<file path="src/rtl/pc_sequencer_if.sv">
// Program-counter sequencer bus: control requests and targets toward the
// sequencer, current address and stack status back from it.
interface pc_sequencer_if #(
    parameter int AW = 8,
    parameter int SD = 4
);
    localparam int DW = $clog2(SD) + 1;

    logic          en;
    logic          jump;
    logic          call;
    logic          ret;
    logic          branch;
    logic [AW-1:0] t_addr;
    logic [AW-1:0] b_off;
    logic [AW-1:0] addr;
    logic [DW-1:0] depth;
    logic          ovf;
    logic          unf;

    // Sequencer side
    modport slave (
        input  en,
        input  jump,
        input  call,
        input  ret,
        input  branch,
        input  t_addr,
        input  b_off,
        output addr,
        output depth,
        output ovf,
        output unf
    );

    // Controller side
    modport master (
        output en,
        output jump,
        output call,
        output ret,
        output branch,
        output t_addr,
        output b_off,
        input  addr,
        input  depth,
        input  ovf,
        input  unf
    );
endinterface

</file>
<file path="src/rtl/pc_sequencer.sv">
// Program-counter sequencer with return stack.
// Fixed request priority: jump > call > ret > branch > increment.
// Only the winning request has any effect; stalled cycles (en=0) hold all
// state. ovf/unf are sticky until the asynchronous active-low reset.
module pc_sequencer #(
    parameter int AW = 8,
    parameter int SD = 4
) (
    input  logic            clk,
    input  logic            rst,
    pc_sequencer_if.slave   bus
);
    localparam int DW = $clog2(SD) + 1;
    localparam int IW = $clog2(SD);

    logic [AW-1:0] addr_q;
    logic [AW-1:0] addr_d;
    logic [DW-1:0] depth_q;
    logic [DW-1:0] depth_d;
    logic          ovf_q;
    logic          ovf_d;
    logic          unf_q;
    logic          unf_d;

    // Return stack; contents are don't-care above depth, so no reset needed.
    logic [AW-1:0] stack_q [SD];

    logic          push_s;
    logic          full_s;
    logic          empty_s;
    logic [IW-1:0] push_idx_s;
    logic [IW-1:0] top_idx_s;
    logic [AW-1:0] top_s;
    logic [AW-1:0] addr_inc_s;
    logic [AW-1:0] addr_br_s;

    // Sequential address and modular arithmetic helpers
    assign addr_inc_s = addr_q + AW'(1);
    assign addr_br_s  = addr_q + bus.b_off;
    assign full_s     = (depth_q == DW'(SD));
    assign empty_s    = (depth_q == DW'(0));
    // Next free slot is at index depth; top of stack is one below it.
    assign push_idx_s = depth_q[IW-1:0];
    assign top_idx_s  = push_idx_s - IW'(1);
    assign top_s      = stack_q[top_idx_s];

    // Next-state selection by fixed request priority
    always_comb begin
        addr_d  = addr_q;
        depth_d = depth_q;
        ovf_d   = ovf_q;
        unf_d   = unf_q;
        push_s  = 1'b0;
        if (bus.en) begin
            if (bus.jump) begin
                addr_d = bus.t_addr;
            end else if (bus.call) begin
                if (!full_s) begin
                    push_s  = 1'b1;
                    depth_d = depth_q + DW'(1);
                    addr_d  = bus.t_addr;
                end else begin
                    ovf_d  = 1'b1;
                    addr_d = addr_inc_s;
                end
            end else if (bus.ret) begin
                if (!empty_s) begin
                    addr_d  = top_s;
                    depth_d = depth_q - DW'(1);
                end else begin
                    unf_d  = 1'b1;
                    addr_d = addr_inc_s;
                end
            end else if (bus.branch) begin
                addr_d = addr_br_s;
            end else begin
                addr_d = addr_inc_s;
            end
        end else begin
            addr_d  = addr_q;
            depth_d = depth_q;
        end
    end

    // Architectural state register with asynchronous clear
    always_ff @(posedge clk or negedge rst) begin
        if (!rst) begin
            addr_q  <= AW'(0);
            depth_q <= DW'(0);
            ovf_q   <= 1'b0;
            unf_q   <= 1'b0;
        end else begin
            addr_q  <= addr_d;
            depth_q <= depth_d;
            ovf_q   <= ovf_d;
            unf_q   <= unf_d;
        end
    end

    // Return-stack write: store the return address on a successful call
    always_ff @(posedge clk) begin
        if (push_s) begin
            stack_q[push_idx_s] <= addr_inc_s;
        end
    end

    assign bus.addr  = addr_q;
    assign bus.depth = depth_q;
    assign bus.ovf   = ovf_q;
    assign bus.unf   = unf_q;
endmodule

</file>
<file path="src/flat_wrapper.sv">
// flat-port wrapper written by rule: the top's interface ports become plain ports
module pc_sequencer_flat 
#(
    parameter int AW = 8,
    parameter int SD = 4
)
  (clk, rst, bus_en, bus_jump, bus_call, bus_ret, bus_branch, bus_t_addr, bus_b_off, bus_addr, bus_depth, bus_ovf, bus_unf);
  pc_sequencer_if #(.AW(AW), .SD(SD)) bus_i ();
  input  logic clk;
  input  logic rst;
  input wire logic [$bits(bus_i.en)-1:0] bus_en;
  input wire logic [$bits(bus_i.jump)-1:0] bus_jump;
  input wire logic [$bits(bus_i.call)-1:0] bus_call;
  input wire logic [$bits(bus_i.ret)-1:0] bus_ret;
  input wire logic [$bits(bus_i.branch)-1:0] bus_branch;
  input wire logic [$bits(bus_i.t_addr)-1:0] bus_t_addr;
  input wire logic [$bits(bus_i.b_off)-1:0] bus_b_off;
  output wire logic [$bits(bus_i.addr)-1:0] bus_addr;
  output wire logic [$bits(bus_i.depth)-1:0] bus_depth;
  output wire logic [$bits(bus_i.ovf)-1:0] bus_ovf;
  output wire logic [$bits(bus_i.unf)-1:0] bus_unf;
  assign bus_i.en = bus_en;
  assign bus_i.jump = bus_jump;
  assign bus_i.call = bus_call;
  assign bus_i.ret = bus_ret;
  assign bus_i.branch = bus_branch;
  assign bus_i.t_addr = bus_t_addr;
  assign bus_i.b_off = bus_b_off;
  assign bus_addr = bus_i.addr;
  assign bus_depth = bus_i.depth;
  assign bus_ovf = bus_i.ovf;
  assign bus_unf = bus_i.unf;
  pc_sequencer #(.AW(AW), .SD(SD)) u_core (.clk(clk), .rst(rst), .bus(bus_i));
endmodule
</file>
<file path="config.mk">
export PLATFORM = sky130hd
export DESIGN_NAME = pc_sequencer_flat
export DESIGN_NICKNAME = d
export VERILOG_FILES = /design/src/rtl/pc_sequencer_if.sv /design/src/rtl/pc_sequencer.sv /design/src/flat_wrapper.sv
export SDC_FILE = /design/constraint.sdc
export NUM_CORES = 1
export LEC_CHECK = 0
export BUFFER_PORTS_ARGS = -buffer_cell sky130_fd_sc_hd__buf_2
export CAP_MARGIN = 20
export CORE_ASPECT_RATIO = 1.25
export CORE_MARGIN = 3
export CORE_UTILIZATION = 60
export DETAILED_ROUTE_END_ITERATION = 8
export PLACE_DENSITY = 0.84
export SYNTH_ARGS = -nofsm -noshare
export SYNTH_HDL_FRONTEND = slang
export SYNTH_SLANG_ARGS = --single-unit
</file>
<file path="constraint.sdc">
create_clock -name clk -period 3.34 [get_ports clk]
set_input_delay 0.167 -clock clk [delete_from_list [all_inputs] [get_ports clk]]
set_output_delay 0.167 -clock clk [all_outputs]
set_load 0.02 [all_outputs]
</file>
==> results of run 1 <==
-- metal layers --
metal,share of wire,up-vias,global-route usage
met3,0.052,16,0.0563
met1,0.41,955,0.296
li1,-,933,-
met2,0.51,69,0.412
met5,0,-,0
met4,0.027,0,0.0975
-- synth_stat cells, drive strengths merged, types with 2 or more instances --
| master | instances | area, um^2 |
|---|---|---|
| mux2 | 2 | 22.5 |
| fa | 2 | 40.0 |
| a22oi | 3 | 22.5 |
| nand3 | 8 | 52.6 |
| nand2b | 5 | 31.3 |
| a31oi | 3 | 18.8 |
| o211ai | 2 | 15.0 |
| a21o | 2 | 15.0 |
| a211oi | 3 | 22.5 |
| inv | 13 | 48.8 |
| xor2 | 5 | 43.8 |
| mux2i | 6 | 60.1 |
| nor3 | 3 | 26.3 |
| edfxtp | 32 | 961 |
| dfrtp | 13 | 325 |
| a21oi | 8 | 40.0 |
| mux4 | 6 | 135 |
| and2 | 3 | 18.8 |
| a311oi | 2 | 17.5 |
| nor2 | 15 | 56.3 |
| clkbuf | 6 | 22.5 |
| o311ai | 3 | 26.3 |
| and3 | 2 | 12.5 |
| a32o | 2 | 20.0 |
| ha | 12 | 150 |
| buf | 2 | 10.0 |
| o21ai | 17 | 85.1 |
| a221o | 2 | 21.3 |
| nor2b | 3 | 18.8 |
| or2 | 2 | 12.5 |
| xnor2 | 8 | 70.1 |
| nand2 | 11 | 41.3 |
-- logic make-up (layout without fill, tap and decap cells) --
group	after synthesis	count (layout)	synth area share
AO/OA/AOI/OAI	62	62	0.164
XOR/XNOR	13	13	0.0434
adder cells (fa/ha/maj)	14	14	0.0726
buffers and inverters	21	58	0.0310
flip-flops	45	45	0.491
multiplexers	14	14	0.0831
AND/OR/NAND/NOR	56	56	0.115
-- per-stage QoR --
step	std cells	worst slack, ps
2_1_floorplan	225	979
3_3_place_gp	309	784
3_5_place_dp	309	699
4_1_cts	318	673
5_1_grt	318	438
6_report	318	668
-- power by group --
part / total [mW] / internal, mW / leakage (nW) / switching [mW]
registers: 0.832 / 0.714 / 0.443 / 0.118
logic: 0.883 / 0.382 / 0.673 / 0.501
clock network: 0.415 / 0.224 / 0.0543 / 0.191
total: 2.13 / 1.32 / 1.17 / 0.810
-- path summary, 6_finish.rpt --
| check | end | slack (ps) | cells past startpoint |
|---|---|---|---|
| setup / recovery | u_core.bus.addr[3]$_DFFE_PN0P_ | 670 | 7 |
| hold / removal | u_core.bus.addr[1]$_DFFE_PN0P_ | 170 | 3 |
| setup reg to reg | u_core.bus.addr[3]$_DFFE_PN0P_ | 670 | 7 |
| hold reg to reg | u_core.bus.ovf$_DFFE_PN0P_ | 490 | 1 |
| max in group asynchronous | u_core.bus.addr[1]$_DFFE_PN0P_ | 2780 | 2 |
| min in group asynchronous | u_core.bus.addr[7]$_DFFE_PN0P_ | 300 | 2 |
-- worst register-to-register path, delay by kind of cell, from the launching register on --
kind / cells / cell delay (ps)
flip-flops: 1 / 590
buffers and inverters: 1 / 290
AND/OR/NAND/NOR: 1 / 430
adder cells (fa/ha/maj): 1 / 270
AO/OA/AOI/OAI: 4 / 970
-- cell type report --
| class | instances | area share |
|---|---|---|
| sequential | 45 | 0.434 |
| multi-input combinational | 159 | 0.423 |
| timing repair buffer | 37 | 0.0650 |
| tap | 56 | 0.0236 |
| clock buffer | 5 | 0.0232 |
| inverter | 13 | 0.0164 |
| clock inverter | 3 | 0.0156 |
-- sequential cells by signal, indices dropped and copies added, names as in the netlist --
signal,count
u_core.stack_q,32
u_core.bus.depth,3
u_core.bus.ovf,1
u_core.bus.addr,8
u_core.bus.unf,1
-- repair_timing --
action,4_1_cts,5_1_grt
setup endpoints to repair,0,0
hold endpoints to repair,13,0
hold buffers,1,0
resized for setup,0,0
==> impl_metrics.yaml, run 1 <==
cells_and_area:
  final_cell_area_mm2: 0.00297
  antenna_cells: 0
  fin_util: 0.712
  regArea_mm2: 0.00129
  drive_above_1_share: 0.218
  finalNetCount: 298
  syn_to_final_growth_pct: 13.2
  final_common_cell: "buf_2"
  fill_cells: 311
  multi_input_area_mm2: 0.00125
  most-common-layout-cells: "35 x buf_2, 32 x edfxtp_1, 17 x o21ai_0"
sta:
  setup_viol: 0
  hold_violations: 0
  max_slew.worst_pin.slew_ps: 714
  holdWs_ps: 170
  fin_skew_ps: 11.9
  timing.final.crit_share: 0.800
  min_period_ps: 2670
  totalNegativeSetupSlack_ps: 0
  max_freq_mhz: 374
  drv_slew: 0
  timing.slew.headroom: 0.520
  rsz0062_at_grt: "no"
yosys:
  synth_fp_nets: 262
  synth_cell_types: 55
  synth_edf_count: 32
  ys_seq_elements: 45
  yosysWarnings: 0
  synthCells: 225
  async_flop_share: 0.289
  synth-seq-area-share: 0.491
  synth_flop_cell: "edfxtp_1"
  syn_area_mm2: 0.00262
  synth.avg_cell_area_um2: 11.7
worst_setup_path:
  critPathKind: "register to register"
  cp.buffers_inverters: 1
  setup.worst_path.start: "u_core.bus.depth[0]$_DFFE_PN0P_"
  start_kind: "register"
  crit_chain: "inv_1 > ha_1 > nor2b_1 > a21oi_1 > a2111oi_0 > a211oi_1 > o22a_1"
  end_kind: "register"
  cp.arrival_ps: 2870
  crit_path_max_fanout: 11
  crit_family: "compound AO/OA/AOI/OAI gates"
  slowest_delay_ps: 590
  worst-endpoint-required_ps: 3530
  crit_slowest_cell: "dfrtp_1"
  r2r_start: "u_core.bus.depth[0]$_DFFE_PN0P_"
flow_run:
  maxCapViolations: 0
floorplan:
  rows: 26
  core_area_mm2: 0.00416
  dieArea_mm2: 0.00520
  die_w_um: 65.1
  chipHeight_um: 79.9
  initial_utilization: 0.630
  ioPinCount: 36
power:
  leakage_nw: 1.17
  ir_drop_mv: 0.421
  p_per_area_mw_per_mm2: 718
  finalPower_mw: 2.13
route:
  drtIter0Drc: 104
  vias: 1973
  firstDrtPassIters: 4
  drc: 0
  wire_per_inst_um: 18.2
  vias_per_cell: 6.20
  wl_mm: 5.80
  ant_nets: 0
clock_tree:
  cts_setup_buffers: 0
  htreeDepth: 2
  cts_max_path_buffers: 2
  cts_tree: "built"
  clkSinkCount: 45
  cts-root-buf: "clkbuf_8"
  clk_pin_slew_worst_paths_ps: 90
  clkLatencyLatePin_ps: 300
  numCtsBuffers: 5
place:
  gp_congestion: 0.844
  portBuffers: 35
  hpwlAfterDp_mm: 4.32
  dpl_cell_area_mm2: 0.00284
global_route:
  antenna_found_initial: 0
  grt_pass1_wl_mm: 9.23
  grtUsageTotal: 0.242
  grt_pass1_vias: 1907
  grt_remaining_overflow: 0
  grt_max_degree: 20
outcome:
  status: "complete, no violations"
worst_hold_path:
  holdCritStartpoint: "bus_t_addr[1]"
  hold_path.class: "primary input to register"
(Power assumes the default switching activity.)
==> inputs of run 2 (changes only) <==
ABC_AREA = 1   (was unset)
CORE_UTILIZATION = 52   (was 60)
PLACE_DENSITY = 0.77   (was 0.84)
clock period = 2.33 ns   (was 3.34 ns; I/O delays follow)
==> run 2 against run 1 <==
First-iteration DRC count increased to 2.7 times the previous value. Clock power is 73% higher. Cell count is 38% higher. Highest routed layer unchanged. Final area grew 9.6%. Wire length is 19% higher. Largest power group unchanged.
==> impl_metrics.yaml, run 2 <==
sta:
  totalNegativeSetupSlack_ps: 0
  fin_skew_ps: 3.62
  hold_violations: 0
  min_period_ps: 1940
  setup_viol: 0
  timing.slew.headroom: 0.611
  drv_slew: 0
  timing.final.ws_setup_ps: 395
  timing.final.crit_share: 0.831
  rsz0062_at_grt: "no"
  max_slew.worst_pin.slew_ps: 579
  max_freq_mhz: 517
power:
  finalPower_mw: 3.25
  leakage_nw: 1.45
  p_per_area_mw_per_mm2: 1000
  ir_drop_mv: 0.525
global_route:
  grtUsageTotal: 0.228
  grt_pass1_vias: 2333
  grt_remaining_overflow: 0
  antenna_found_initial: 0
  grt_max_degree: 21
  grt_pass1_wl_mm: 11.1
route:
  wire_per_inst_um: 15.6
  drc: 0
  vias: 2440
  drtIter0Drc: 278
  wl_mm: 6.88
  firstDrtPassIters: 5
  ant_nets: 0
  vias_per_cell: 5.55
yosys:
  async_flop_share: 0.289
  synth-seq-area-share: 0.453
  syn_area_mm2: 0.00284
  yosys-top-cells-count: "62 x nand2_1, 52 x nor2_1, 34 x inv_1"
  ys_seq_elements: 45
  yosysWarnings: 0
  synth_fp_nets: 371
  yosysMostFrequentCell: "nand2_1"
  yosys.area.top_type: "edfxtp_1"
  synth_cell_types: 37
  synth_edf_count: 32
  synth.avg_cell_area_um2: 8.50
  ys_top_cells_by_area: "edfxtp_1 34%, dfrtp_1 11%, nand2_1 8.2%"
  synthCells: 334
  yosys.area.top_type_share: 0.339
  synth_flop_cell: "edfxtp_1"
cells_and_area:
  top_register: "u_core.stack_q"
  syn_to_final_growth_pct: 14.6
  multi_input_area_mm2: 0.00136
  fill_cells: 465
  final_cell_area_mm2: 0.00325
  regArea_mm2: 0.00129
  drive_above_1_share: 0.201
  final_common_cell: "nand2_1"
  antenna_cells: 0
  layout.cells.non_filler: 440
  finalNetCount: 414
  largest_reg_flops: 32
  most-common-layout-cells: "62 x nand2_1, 52 x nor2_1, 35 x buf_2"
place:
  post-place-ws_ps: 441
  dpl_cell_area_mm2: 0.00310
  portBuffers: 35
  gp_congestion: 0.872
  hpwlAfterDp_mm: 5.18
  place_inst: 431
clock_tree:
  clk_pin_slew_worst_paths_ps: 90
  clkLatencyLatePin_ps: 300
  cts-root-buf: "clkbuf_8"
  cts-hold-fix-buffers: 1
  cts_tree: "built"
  numCtsBuffers: 5
  clkSinkCount: 45
  post_cts_resize_count: 0
  htreeDepth: 2
  cts_max_path_buffers: 2
  cts_setup_buffers: 0
floorplan:
  dieArea_mm2: 0.00639
  die_w_um: 72.1
  rows: 29
  initial_utilization: 0.547
  ioPinCount: 36
  core_area_mm2: 0.00519
  chipHeight_um: 88.6
worst_setup_path:
  critPathKind: "register to register"
  worst-endpoint-required_ps: 2510
  crit_path_max_fanout: 12
  start_kind: "register"
  end_kind: "register"
  cp.arrival_ps: 2120
outcome:
  status: "complete, no violations"
flow_run:
  maxCapViolations: 0
worst_hold_path:
  hold_path.class: "primary input to register"
[run 2: cell types whose count changed after synthesis, sizes merged, moves of 6 or more]
cell    previous run  this run
nand3              8        22
mux2i              6         0
nor2              15        61
clkbuf             6         0
mux4               6         0
o21ai             17        30
a21oi              8        23
inv               13        39
buf                2         8
nand2             11        64
[run 2: worst paths after layout]
kind / slack [ps] / depth (start not counted) / endpoint / from
worst min-delay path: 180 / 3 / u_core.bus.addr[7]$_DFFE_PN0P_ / bus_en
worst max register to register: 390 / 8 / u_core.bus.addr[2]$_DFFE_PN0P_ / u_core.bus.depth[1]$_DFFE_PN0P_
worst min register to register: 470 / 1 / u_core.bus.ovf$_DFFE_PN0P_ / u_core.bus.ovf$_DFFE_PN0P_
worst max-delay path: 390 / 8 / u_core.bus.addr[2]$_DFFE_PN0P_ / u_core.bus.depth[1]$_DFFE_PN0P_
max in group asynchronous: 1810 / 2 / u_core.bus.addr[0]$_DFFE_PN0P_ / rst
min in group asynchronous: 260 / 2 / u_core.bus.depth[0]$_DFFE_PN0P_ / rst
[run 2: critical path, stage by stage, from the launching register on]
cell	delay, ps
dfrtp_1	440
inv_1	100
ha_1	220
nand2_1	270
inv_2	190
o21ai_1	150
a21oi_1	50
a211oi_1	270
a21oi_1	120
[run 2: kinds of logic (layout without fill, tap and decap cells)]
family,after synthesis,count (layout),synth area share
AO/OA/AOI/OAI,69,69,0.140
buffers and inverters,47,91,0.0692
AND/OR/NAND/NOR,152,152,0.249
XOR/XNOR,7,7,0.0216
flip-flops,45,45,0.453
adder cells (fa/ha/maj),14,14,0.0670
[run 2: metal layers]
layer	vias up	track usage	wire, um
met5	-	0	0
met4	0	0.108	252
met3	30	0.0398	433
met2	107	0.393	3490
met1	1101	0.277	2710
li1	1202	-	-
[run 2: through the flow]
step / util / hold slack [ps]
after global placement: 0.598 / 47.5
after global routing: 0.626 / 210
after CTS: 0.626 / 179
after floorplan: - / -179
after detailed placement: 0.598 / 44.2
final: 0.626 / 184
[run 2: area by class of cell]
cell class | count | share of cell area
Clock buffer | 5 | 0.0212
Clock inverter | 3 | 0.0212
Inverter | 39 | 0.0458
Multi-Input combinational cell | 242 | 0.417
Sequential cell | 45 | 0.396
Tap cell | 62 | 0.0239
Timing Repair Buffer | 44 | 0.0754
[run 2: power breakdown]
| part | leakage, nW | total [mW] | switching [mW] | internal, mW |
|---|---|---|---|---|
| Sequential | 0.439 | 1.10 | 0.0919 | 1.00 |
| Clock | 0.0687 | 0.717 | 0.286 | 0.432 |
| Combinational | 0.940 | 1.44 | 0.934 | 0.506 |
==> inputs of run 3 (changes only) <==
ABC_AREA = 0   (was 1)
CORE_UTILIZATION = 57   (was 52)
PLACE_DENSITY = 0.8   (was 0.77)
clock period = 2.05 ns   (was 2.33 ns; I/O delays follow)
==> run 3 against run 2 <==
Setup slack lost 320 ps. Wire length is 7.9% lower. First-iteration DRC count is 17% lower. Sequential share of layout area grew 2.1 points. Power up 10%. Non-clock buffer count increased by 9. Register-to-register slack worse by 320 ps. Final area fell by 4.9%. Clock-buffer cell count increased by 1.
==> impl_metrics.yaml, run 3 (synthesis gave the netlist of run 1 again) <==
place:
  hpwlAfterDp_mm: 4.61
  gp_congestion: 0.885
  portBuffers: 35
  dpl_cell_area_mm2: 0.00297
power:
  p_per_area_mw_per_mm2: 1160
  p_seq_frac: 0.358
  ir_drop_mv: 0.615
  pwr-share-clk: 0.152
  p_int_mw: 2.19
  p_comb_frac: 0.490
  leakage_nw: 1.24
  power.switching_mw: 1.39
  switching_share: 0.389
cells_and_area:
  top_register: "u_core.stack_q"
  fin_util: 0.725
  finalNetCount: 314
  syn_to_final_growth_pct: 17.9
  final_common_cell: "buf_2"
  fill_cells: 313
  final_cell_area_mm2: 0.00309
  drive_above_1_share: 0.288
  largest_reg_flops: 32
  antenna_cells: 0
  most-common-layout-cells: "35 x buf_2, 32 x edfxtp_1, 17 x buf_4"
outcome:
  status: "complete, no violations"
sta:
  max_freq_mhz: 505
  hold_violations: 0
  timing.slew.headroom: 0.662
  timing.final.crit_share: 0.965
  min_period_ps: 1980
  drv_slew: 0
  holdWs_ps: 108
  max_slew.worst_pin.slew_ps: 504
  totalNegativeSetupSlack_ps: 0
  setup_viol: 0
  fin_skew_ps: 9.10
worst_setup_path:
  start_kind: "register"
  rr_endpoint: "u_core.bus.addr[2]$_DFFE_PN0P_"
  worst-endpoint-required_ps: 2230
  end_kind: "register"
  slowest_delay_ps: 410
  critPathKind: "register to register"
  setup.reg_to_reg.worst_slack_ps: 70
  crit_path_max_fanout: 5
  r2r_start: "u_core.bus.addr[0]$_DFFE_PN0P_"
  r2r.worst_path.cells: 7
  crit_slowest_cell: "dfrtp_2"
  endpoint: "u_core.bus.addr[2]$_DFFE_PN0P_"
  cp.arrival_ps: 2160
  crit_chain: "buf_4 > ha_1 > xnor2_2 > nor2_1 > a311oi_2 > a211oi_1 > a221o_2"
  setup.worst_path.start: "u_core.bus.addr[0]$_DFFE_PN0P_"
global_route:
  grt_pass1_vias: 2067
  antenna_found_initial: 0
  grt_max_degree: 17
  grt_pass1_wl_mm: 10.0
  grt_remaining_overflow: 0
  grtUsageTotal: 0.255
floorplan:
  ioPinCount: 36
  die_w_um: 66.7
  initial_utilization: 0.615
  chipHeight_um: 81.8
  core_area_mm2: 0.00426
  rows: 26
  dieArea_mm2: 0.00545
clock_tree:
  numCtsBuffers: 5
  htreeDepth: 2
  cts_max_path_buffers: 2
  clk_pin_slew_worst_paths_ps: 90
  cts-root-buf: "clkbuf_8"
  cts_setup_buffers: 0
  clkSinkCount: 45
  clkLatencyLatePin_ps: 300
  cts_tree: "built"
flow_run:
  maxCapViolations: 0
worst_hold_path:
  hold_path.class: "primary input to register"
route:
  vias_per_cell: 6.28
  wl_mm: 6.34
  wire_per_inst_um: 19.0
  ant_nets: 0
  drtIter0Drc: 231
  firstDrtPassIters: 4
  drc: 0
  vias: 2097
run 3: cell types whose count changed in the layout (fill, tap and decap cells not counted), sizes merged, moves of 5 or more:
cell,before,now
o21ai,30,17
a21oi,23,8
nand2,64,11
xnor2,3,8
nor2,61,15
nand2b,0,5
buf,43,52
inv,40,13
nand3,22,8
mux2i,0,6
mux4,0,6
run 3: worst min-delay path by stage:
stage                   from                             end  slack (ps)  cells past startpoint
2_1_floorplan            rst  u_core.bus.addr[0]$_DFFE_PN0P_        -190                      0
3_3_place_gp             rst  u_core.bus.addr[1]$_DFFE_PN0P_          20                      1
3_5_place_dp             rst  u_core.bus.addr[1]$_DFFE_PN0P_          20                      1
4_1_cts        bus_t_addr[1]  u_core.bus.addr[1]$_DFFE_PN0P_         110                      3
5_1_grt        bus_t_addr[1]  u_core.bus.addr[1]$_DFFE_PN0P_         140                      3
6_report       bus_t_addr[1]  u_core.bus.addr[1]$_DFFE_PN0P_         110                      3
run 3: per-layer routing:
| metal | routed length [um] | GRT usage | vias to the layer above |
|---|---|---|---|
| met5 | 0 | 0 | - |
| met4 | 232 | 0.118 | 0 |
| met3 | 371 | 0.0465 | 24 |
| met2 | 3170 | 0.438 | 92 |
| met1 | 2560 | 0.309 | 1017 |
| li1 | - | - | 964 |
run 3: area by class of cell:
class | count | area (um^2) | area share
Timing Repair Buffer | 53 | 313 | 0.101
Tap cell | 56 | 70.1 | 0.0227
Multi-Input combinational cell | 159 | 1280 | 0.415
Sequential cell | 45 | 1290 | 0.417
Inverter | 13 | 48.8 | 0.0158
Clock buffer | 6 | 72.6 | 0.0235
Clock inverter | 2 | 15.0 | 0.00486
run 3: power by group through the flow:
stage	Clock, mW	Combinational (mW)	Sequential, mW
after CTS	0.551	1.72	1.28
after global routing	0.600	1.92	1.30
after detailed placement	0	1.70	1.30
after global placement	0	1.66	1.30
final	0.546	1.76	1.28
after floorplan	0	1.04	1.42
run 3: stage by stage:
| step | instances | power [mW] | setup slack, ps |
|---|---|---|---|
| after floorplan | 225 | 2.46 | -6.07 |
| after global placement | 325 | 2.95 | 96.3 |
| after detailed placement | 325 | 3.00 | -5.24 |
| after CTS | 334 | 3.55 | 34.7 |
| after global routing | 334 | 3.82 | -22.1 |
| final | 334 | 3.59 | 71.4 |
run 3: what timing repair did:
| action | CTS | global route |
|---|---|---|
| gates resized for setup | 1 | 5 |
| setup endpoints to repair | 1 | 3 |
| hold endpoints to repair | 13 | 0 |
| pin swaps | 0 | 1 |
| hold buffers | 1 | 0 |
run 3: worst max-delay path: cells and delay by family (launching register included):
kind | cells | cell delay (ps)
AO/OA/AOI/OAI | 3 | 670
flip-flops | 1 | 410
adder cells (fa/ha/maj) | 1 | 280
XOR/XNOR | 1 | 250
buffers and inverters | 1 | 160
AND/OR/NAND/NOR | 1 | 80
